[src/rtl/uart_rx_cfg.sv]
`timescale 1ns/1ps
`default_nettype none
// ============================================================================
// Module      : uart_rx_cfg
// Description : Configurable UART receiver. It has a 2-flop input synchroniser,
//               a mid-bit sampling FSM, optional odd/even parity, 1 or 2 stop
//               bits and a valid/ready output stage with overrun detection.
// Ports       : clk         - system clock, rising edge
//               rst_n       - asynchronous active-low reset
//               rx          - serial line, idle high
//               data        - received word, LSB = first data bit
//               data_valid  - data and flags hold a word awaiting transfer
//               data_ready  - consumer accepts the word when data_valid is high
//               parity_err  - parity mismatch on the held word
//               frame_err   - a stop bit was sampled low on the held word
//               overrun     - frame(s) dropped while the held word waited
//               busy        - receiver is not idle
// Revision    : 1.0 - initial release
// ============================================================================
module uart_rx_cfg #(
  parameter int CLK_FREQ  = 100000000,
  parameter int BAUD_RATE = 9600,
  parameter int DATA_BITS = 8,
  parameter int PARITY    = 0,
  parameter int STOP_BITS = 1
) (
  input  logic                 clk,
  input  logic                 rst_n,
  input  logic                 rx,
  output logic [DATA_BITS-1:0] data,
  output logic                 data_valid,
  input  logic                 data_ready,
  output logic                 parity_err,
  output logic                 frame_err,
  output logic                 overrun,
  output logic                 busy
);

  localparam int BAUD_COUNT = CLK_FREQ / BAUD_RATE;
  localparam int HALF       = BAUD_COUNT / 2;
  localparam int CW         = (BAUD_COUNT > 1) ? $clog2(BAUD_COUNT) : 1;

  localparam logic [CW-1:0] C_LAST      = CW'(BAUD_COUNT - 1);
  localparam logic [CW-1:0] C_HALF_M1   = CW'(HALF - 1);
  localparam logic [CW-1:0] C_CNT_ONE   = CW'(1);
  localparam logic [3:0]    C_BIT_LAST  = 4'(DATA_BITS - 1);
  localparam logic          C_ODD       = (PARITY == 1);
  localparam logic          C_STOP_LAST = (STOP_BITS == 2);

  localparam logic [2:0] S_IDLE  = 3'd0;
  localparam logic [2:0] S_START = 3'd1;
  localparam logic [2:0] S_DATA  = 3'd2;
  localparam logic [2:0] S_PAR   = 3'd3;
  localparam logic [2:0] S_STOP  = 3'd4;
  localparam logic [2:0] S_BREAK = 3'd5;

  logic                 sync1_q, rxs_q;
  logic [2:0]           state_q, state_d;
  logic [CW-1:0]        cnt_q, cnt_d;
  logic [3:0]           bit_q, bit_d;
  logic                 stop_q, stop_d;
  logic [DATA_BITS-1:0] shift_q, shift_d;
  logic                 par_q, par_d;
  logic                 w_tick, w_done, w_fe, w_xfer;

  logic [DATA_BITS-1:0] data_q;
  logic                 valid_q, pe_q, fe_q, ov_q;

  // Synchroniser resets to the idle line level so release never fakes a start.
  always_ff @(posedge clk or negedge rst_n) begin
    if (!rst_n) begin
      sync1_q <= 1'b1;
      rxs_q   <= 1'b1;
    end else begin
      sync1_q <= rx;
      rxs_q   <= sync1_q;
    end
  end

  // State register
  always_ff @(posedge clk or negedge rst_n) begin
    if (!rst_n) begin
      state_q <= S_IDLE;
      cnt_q   <= '0;
      bit_q   <= '0;
      stop_q  <= 1'b0;
      shift_q <= '0;
      par_q   <= 1'b0;
    end else begin
      state_q <= state_d;
      cnt_q   <= cnt_d;
      bit_q   <= bit_d;
      stop_q  <= stop_d;
      shift_q <= shift_d;
      par_q   <= par_d;
    end
  end

  assign w_tick = (cnt_q == C_LAST);

  // Next-state logic; w_done marks the final sample cycle of a frame.
  always_comb begin
    state_d = state_q;
    cnt_d   = cnt_q;
    bit_d   = bit_q;
    stop_d  = stop_q;
    shift_d = shift_q;
    par_d   = par_q;
    w_done  = 1'b0;
    w_fe    = 1'b0;
    case (state_q)
      S_IDLE: begin
        if (!rxs_q) begin
          state_d = S_START;
          cnt_d   = '0;
        end
      end
      S_START: begin
        if (cnt_q == C_HALF_M1) begin
          cnt_d = '0;
          if (rxs_q) begin
            state_d = S_IDLE;
          end else begin
            state_d = S_DATA;
            bit_d   = '0;
            stop_d  = 1'b0;
            par_d   = 1'b0;
          end
        end else begin
          cnt_d = cnt_q + C_CNT_ONE;
        end
      end
      S_DATA: begin
        if (w_tick) begin
          cnt_d   = '0;
          shift_d = {rxs_q, shift_q[DATA_BITS-1:1]};
          bit_d   = bit_q + 4'd1;
          if (bit_q == C_BIT_LAST) begin
            state_d = (PARITY != 0) ? S_PAR : S_STOP;
          end
        end else begin
          cnt_d = cnt_q + C_CNT_ONE;
        end
      end
      S_PAR: begin
        if (w_tick) begin
          cnt_d   = '0;
          par_d   = (((^shift_q) ^ rxs_q) != C_ODD);
          state_d = S_STOP;
        end else begin
          cnt_d = cnt_q + C_CNT_ONE;
        end
      end
      S_STOP: begin
        if (w_tick) begin
          cnt_d = '0;
          if (!rxs_q) begin
            // Low stop bit ends the frame at once; remaining stops skipped.
            w_done  = 1'b1;
            w_fe    = 1'b1;
            state_d = S_BREAK;
          end else if (stop_q == C_STOP_LAST) begin
            w_done  = 1'b1;
            state_d = S_IDLE;
          end else begin
            stop_d = 1'b1;
          end
        end else begin
          cnt_d = cnt_q + C_CNT_ONE;
        end
      end
      S_BREAK: begin
        // Wait for the line to return high so a held-low line is one frame.
        if (rxs_q) begin
          state_d = S_IDLE;
        end
      end
      default: state_d = S_IDLE;
    endcase
  end

  // Output decode
  always_comb begin
    busy = (state_q != S_IDLE);
  end

  assign w_xfer = valid_q & data_ready;

  // Output holding stage: a completing frame is dropped only if the held word
  // is still waiting and is not being taken in the same cycle.
  always_ff @(posedge clk or negedge rst_n) begin
    if (!rst_n) begin
      data_q  <= '0;
      valid_q <= 1'b0;
      pe_q    <= 1'b0;
      fe_q    <= 1'b0;
      ov_q    <= 1'b0;
    end else if (w_done) begin
      if (!valid_q || w_xfer) begin
        data_q  <= shift_q;
        valid_q <= 1'b1;
        pe_q    <= par_q;
        fe_q    <= w_fe;
        ov_q    <= 1'b0;
      end else begin
        ov_q <= 1'b1;
      end
    end else if (w_xfer) begin
      valid_q <= 1'b0;
      pe_q    <= 1'b0;
      fe_q    <= 1'b0;
      ov_q    <= 1'b0;
    end
  end

  assign data       = data_q;
  assign data_valid = valid_q;
  assign parity_err = pe_q;
  assign frame_err  = fe_q;
  assign overrun    = ov_q;

endmodule
`default_nettype wire

[config.mk]
export PLATFORM = sky130hd
export DESIGN_NAME = uart_rx_cfg
export DESIGN_NICKNAME = d
export VERILOG_FILES = /design/src/rtl/uart_rx_cfg.sv
export SDC_FILE = /design/constraint.sdc
export NUM_CORES = 1
export LEC_CHECK = 0
export BUFFER_PORTS_ARGS = -buffer_cell sky130_fd_sc_hd__buf_2
export CAP_MARGIN = 20
export CELL_PAD_IN_SITES_DETAIL_PLACEMENT = 0
export CELL_PAD_IN_SITES_GLOBAL_PLACEMENT = 1
export CORE_UTILIZATION = 43
export DETAILED_ROUTE_END_ITERATION = 6
export HOLD_SLACK_MARGIN = 0.03
export PLACE_DENSITY = 0.81
export SKIP_LAST_GASP = 1
export SYNTH_ARGS = -nofsm -noshare
export SYNTH_HDL_FRONTEND = slang
export SYNTH_SLANG_ARGS = --single-unit
[constraint.sdc]
create_clock -name clk -period 2.4 [get_ports clk]
set_clock_uncertainty 0.1 [all_clocks]
set_input_delay 0.36 -clock clk [delete_from_list [all_inputs] [get_ports clk]]
set_output_delay 0.36 -clock clk [all_outputs]
set_load 0.02 [all_outputs]
Word-level counts from Yosys, hierarchy flattened
Index checks and enable logic that the tools add are counted.
{ "word_totals": {"reg_bits": 45, "latchBits": 0, "ram_bits": 0, "rom_bits": 0, "inputBits": 4, "output_inout_bits": 13, "mem_count": 0} }
{ "classes": {"addsub": 2, "n_mul": 0, "div_mod_pow": 0, "order_cmp": 0, "n_eq_ne": 19, "shift": 0, "mux": 43, "bitwise_logic": 2, "reduce_logical": 19} }
{ "op_table": {"columns": ["cell", "count"], "rows": [
  ["two-way mux 14 bit", 3],
  ["case mux 14 bit (3 select lines)", 1],
  ["two-way mux 3 bit", 9],
  ["two-way mux 1 bit", 22],
  ["inequality test 2 bit, second input constant", 9],
  ["case mux 3 bit (6 select lines)", 1],
  ["adder 14 x 1 -> 14 bit, second input constant", 1],
  ["== test 14 x 13 -> 1 bit, second input constant", 1],
  ["== test 14 bit, second input constant", 1],
  ["two-way mux 4 bit", 3],
  ["case mux 4 bit (2 select lines)", 1],
  ["AND reduction 2 bit", 4],
  ["AND reduction 4 bit", 2],
  ["AND reduction 8 bit", 1],
  ["nonzero test 2 bit", 4],
  ["parity 8 bit", 1],
  ["== test 3 x 2 -> 1 bit, second input constant", 2],
  ["== test 3 bit, second input constant", 2],
  ["nonzero test 3 bit", 2],
  ["AND reduction 5 bit", 1],
  ["adder 4 x 1 -> 4 bit, second input constant", 1],
  ["== test 4 x 3 -> 1 bit, second input constant", 1],
  ["case mux 1 bit (2 select lines)", 2],
  ["== test 3 x 1 -> 1 bit, second input constant", 1],
  ["other kinds (9)", 9]
]} }

Longest topological paths before layout
{ "depth": {"word_depth": 6, "mapped_depth": 7, "ltp_nobuf": 6} }

Worst setup path after synthesis
OpenSTA, ideal clock, no wires.
{ "synth_timing": {"path_kind": "reg2reg", "start": "reg cnt_q[6]", "end": "reg shift_q[1]", "setup_time_ns": 0.125, "arrival_ns": 2.070, "setup_slack_ns": 0.105, "stages_incl_launch_ff": 6, "n_path_buf": 1, "cell_sequence": "dfrtp_1 > or4bb_2 > nor4_4 > and2_1 > buf_4 > mux2_2"} }
{ "synth_via": {"elab_chain_cells": 2} }
{ "synth_lines": {"columns": ["element", "line", "source"], "rows": [
  ["start: declaration", "59", "logic [CW-1:0] cnt_q, cnt_d;"],
  ["start signal: assignment", "91", "cnt_q <= cnt_d;"],
  ["== test 14 bit", "99", "assign w_tick = (cnt_q == C_LAST);"],
  ["AND reduction 2 bit (no line)", null, null],
  ["end signal: assignment", "94", "shift_q <= shift_d;"],
  ["end: declaration", "62", "logic [DATA_BITS-1:0] shift_q, shift_d;"]
]} }
No other way between the ends.
A chain may end at the register's enable or synchronous reset.

Final worst setup path
{ "layout_timing": {"start": "reg cnt_q[7]", "end": "reg cnt_q[4]"} }
{ "layout_via": {"elab_chain_cells": 3, "elab_cells_between_ends": 5, "cone_classes": "eq/ne: 2; mux: 3"} }
{ "layout_lines": {"columns": ["element", "line", "source"], "rows": [
  ["== test 14 bit or == test 14 x 13 -> 1 bit (tied branches)", "99, 119", null],
  ["two-way mux 14 bit, on equally long branches", null, null],
  ["case mux 14 bit (3 select lines) (*)", "111", "case (state_q)"]
]} }
Mark *: on every way between the ends. The rest lies on a longest branch, timed or not.

==> run metrics <==
worst skew pair latency=0.31 ns; Reg area=0.001104 sq mm; Fmax achieved=433.4 MHz; Filler cells=447; Clock H-tree levels=2; Period minus WS final=2.307 ns; startpoint of the lowest-slack hold path=rx; Synth Instances=196; Post-Syn Area=0.002246 sq mm; Synth Flop Type=dfrtp_1; post-route worst setup slack=0.09282 ns; post-synthesis sequential area ratio=49.14%; leak pwr=1.257 nW; Worst-Margin Slew=0.5242 ns; Netlist cell types=55; Finish-stage setup viols=0; grt total ovfl=0; Worst Setup Path Type=reg -> reg; Top Ports=17; final hold violations=0; Net Count, Synth=202; Area Growth Syn to Fin=17.10%; worst vdd ir=431.2 uV; # rows=25; Req. time, crit path=2.49 ns; drt initial violations=120; layout net count=237; DRC Markers=0; hold path cells=1; Tcrit/Tclk final=96.13%; initial core utilization=46.03%; clk sinks=44; Overall Global Routing Usage=17.14%; leading area contributor after synthesis=dfrtp_1; pre-CTS setup slack=0.04679 ns; share of the synthesized area in the top cell type=46.80%; Post-Route WL=4.152 mm; #FFs+latches synth=44; ranking of synthesized cells by area=dfrtp_1 47%, mux2_2 8.5%, xnor2_1 4.7%, nor2_1 3.0%, o21ai_0 2.5%; first-pass GRT wire length=6.996 mm; Root Driver=clkbuf_8; # port buffers=16; number of flops mapped to enable cells by yosys=0; max_cap viols=0; TNS Setup=0 ns; share of layout cells above drive strength 1=32.76%; worst hold path class=in -> reg; Slew headroom=64.98%; routability congestion estimate from global placement=0.8645; Post-synth ARST share=100.0%; DR WL/cell=13.89 um; die area=0.005516 sq mm; critical path fanouts, max=11; r2r endpoint=cnt_q[4]; WHS Endpoint=sync1_q; CP endpoint kind=flip-flop; Chip Width=74.27 um; Synth Warn #=0; Vias per Instance=5.207; Synth Area per Inst=11.46 sq um; Final Max Tran Viols=0; most common cell in the netlist=dfrtp_1; Detail Route Antenna Nets=0; reg2reg setup slack=0.09 ns; 1st-pass router iterations=6; CTS buffer count=5; CTS Buffer Depth=2; DP Wirelength=2.915 mm; Pwr Total=1.371 mW; synth cell count leaders=42 x dfrtp_1, 18 x nor2_1, 17 x mux2_2; R2R cell count=6; status=finished clean; via count=1557; CP startpoint kind=flip-flop; Pwr per Cell Area=521.4 mW/mm^2; antenna violations before repair=0; Core Area=0.004880 sq mm; Clock transition at path regs=0.08 ns; Reg2Reg Launch Point=cnt_q[7]; n_diodes=0; crit path DAT=2.40 ns; Die H=74.27 um; multi-input gate area in the final layout=0.001074 sq mm; vias in the first global route=1489; CTS tree=yes; largest net degree at the start of global routing=24; RSZ-0062 raised after global routing=false
[stage by stage]
step                cell area, sq um  hold WS (ns)  instances  util [%]
floorplan                       2246      -0.03559        196         -
global placement                2452        0.2475        287     50.26
detailed placement              2452        0.2536        287     50.26
CTS                             2579       0.04336        296     52.85
global route                    2630       0.03976        299     53.90
finish                          2630       0.05426        299     53.90
[report_power, final]
| part | internal [mW] | switching [mW] |
|---|---|---|
| logic | 0.0139 | 0.0288 |
| clock network | 0.313 | 0.264 |
| registers | 0.748 | 0.00308 |
[sequential cells by signal, summed over array words and instances, names as in the netlist]
name,count
overrun,1
rxs_q,1
sync1_q,1
state_q,3
bit_q,4
cnt_q,14
data_valid,1
frame_err,1
par_q,1
shift_q,8
data,8
parity_err,1
[layer usage]
layer  wire length (um)  vias to the layer above  share of wire [%]  global-route usage, %
met1               2079                      756                 50                  23.40
met3                113                        8                2.7                  4.065
met2               1873                       25                 45                  25.76
met4                 86                        0                2.1                  8.176
li1                   -                      768                  -                      -
met5                  0                        -                  0                      0
[kinds of logic (layout without fill, tap and decap cells)]
| family | count (synthesis) | in the layout | share of synthesized area [%] |
|---|---|---|---|
| flip-flops | 44 | 44 | 49.14 |
| AND/OR/NAND/NOR | 74 | 74 | 19.83 |
| adder cells (fa/ha/maj) | 2 | 2 | 1.114 |
| XOR/XNOR | 17 | 17 | 6.629 |
| AO/OA/AOI/OAI | 30 | 30 | 9.638 |
| buffers and inverters | 10 | 46 | 4.011 |
| multiplexers | 19 | 19 | 9.638 |
[critical path, stage by stage (launching register included)]
cell and delay [ns]:
dfrtp_1 0.40, or4b_1 0.51, or4_4 0.54, a2bb2oi_4 0.19
buf_6 0.15, o21ai_0 0.09, a21o_2 0.21
[area by class of cell]
cell class / count / share of cell area, %
Clock buffer: 5 / 2.617
Clock inverter: 3 / 1.808
Inverter: 4 / 0.5709
Multi-Input combinational cell: 142 / 40.82
Sequential cell: 44 / 41.96
Tap cell: 67 / 3.187
Timing Repair Buffer: 34 / 9.039
[cells in the final DEF (no fill, tap or decap), types with 3 or more instances in the layout]
master	synthesis	routed
nor3_1	3	3
o21ai_0	11	11
nor2_1	18	18
nor3b_1	4	4
dfrtp_1	42	42
inv_1	4	4
buf_2	2	16
nand4_1	5	5
xor2_1	5	5
nand2_1	13	13
and3_1	3	3
xnor2_1	12	12
clkbuf_8	1	5
buf_4	1	14
mux2_2	17	17
nor2b_1	3	3
a22o_1	3	3
[worst max path at each step]
| stage | start | slack, ns | endpoint |
|---|---|---|---|
| finish | cnt_q[7] | 0.09 | cnt_q[4] |
| global route | cnt_q[7] | 0.003 | cnt_q[3] |
| CTS | cnt_q[7] | 0.05 | cnt_q[3] |
| detailed placement | cnt_q[7] | 0.05 | cnt_q[3] |
| global placement | cnt_q[7] | 0.08 | cnt_q[3] |
| floorplan | cnt_q[6] | 0.11 | shift_q[1] |
[what timing repair did]
item	4_1_cts	5_1_grt
endpoints found under the setup margin	0	13
setup buffers	0	3
hold buffers	1	0
endpoints found under the hold margin	20	0
resized for setup	0	5
Note: power is estimated with default switching activity, not from simulation.
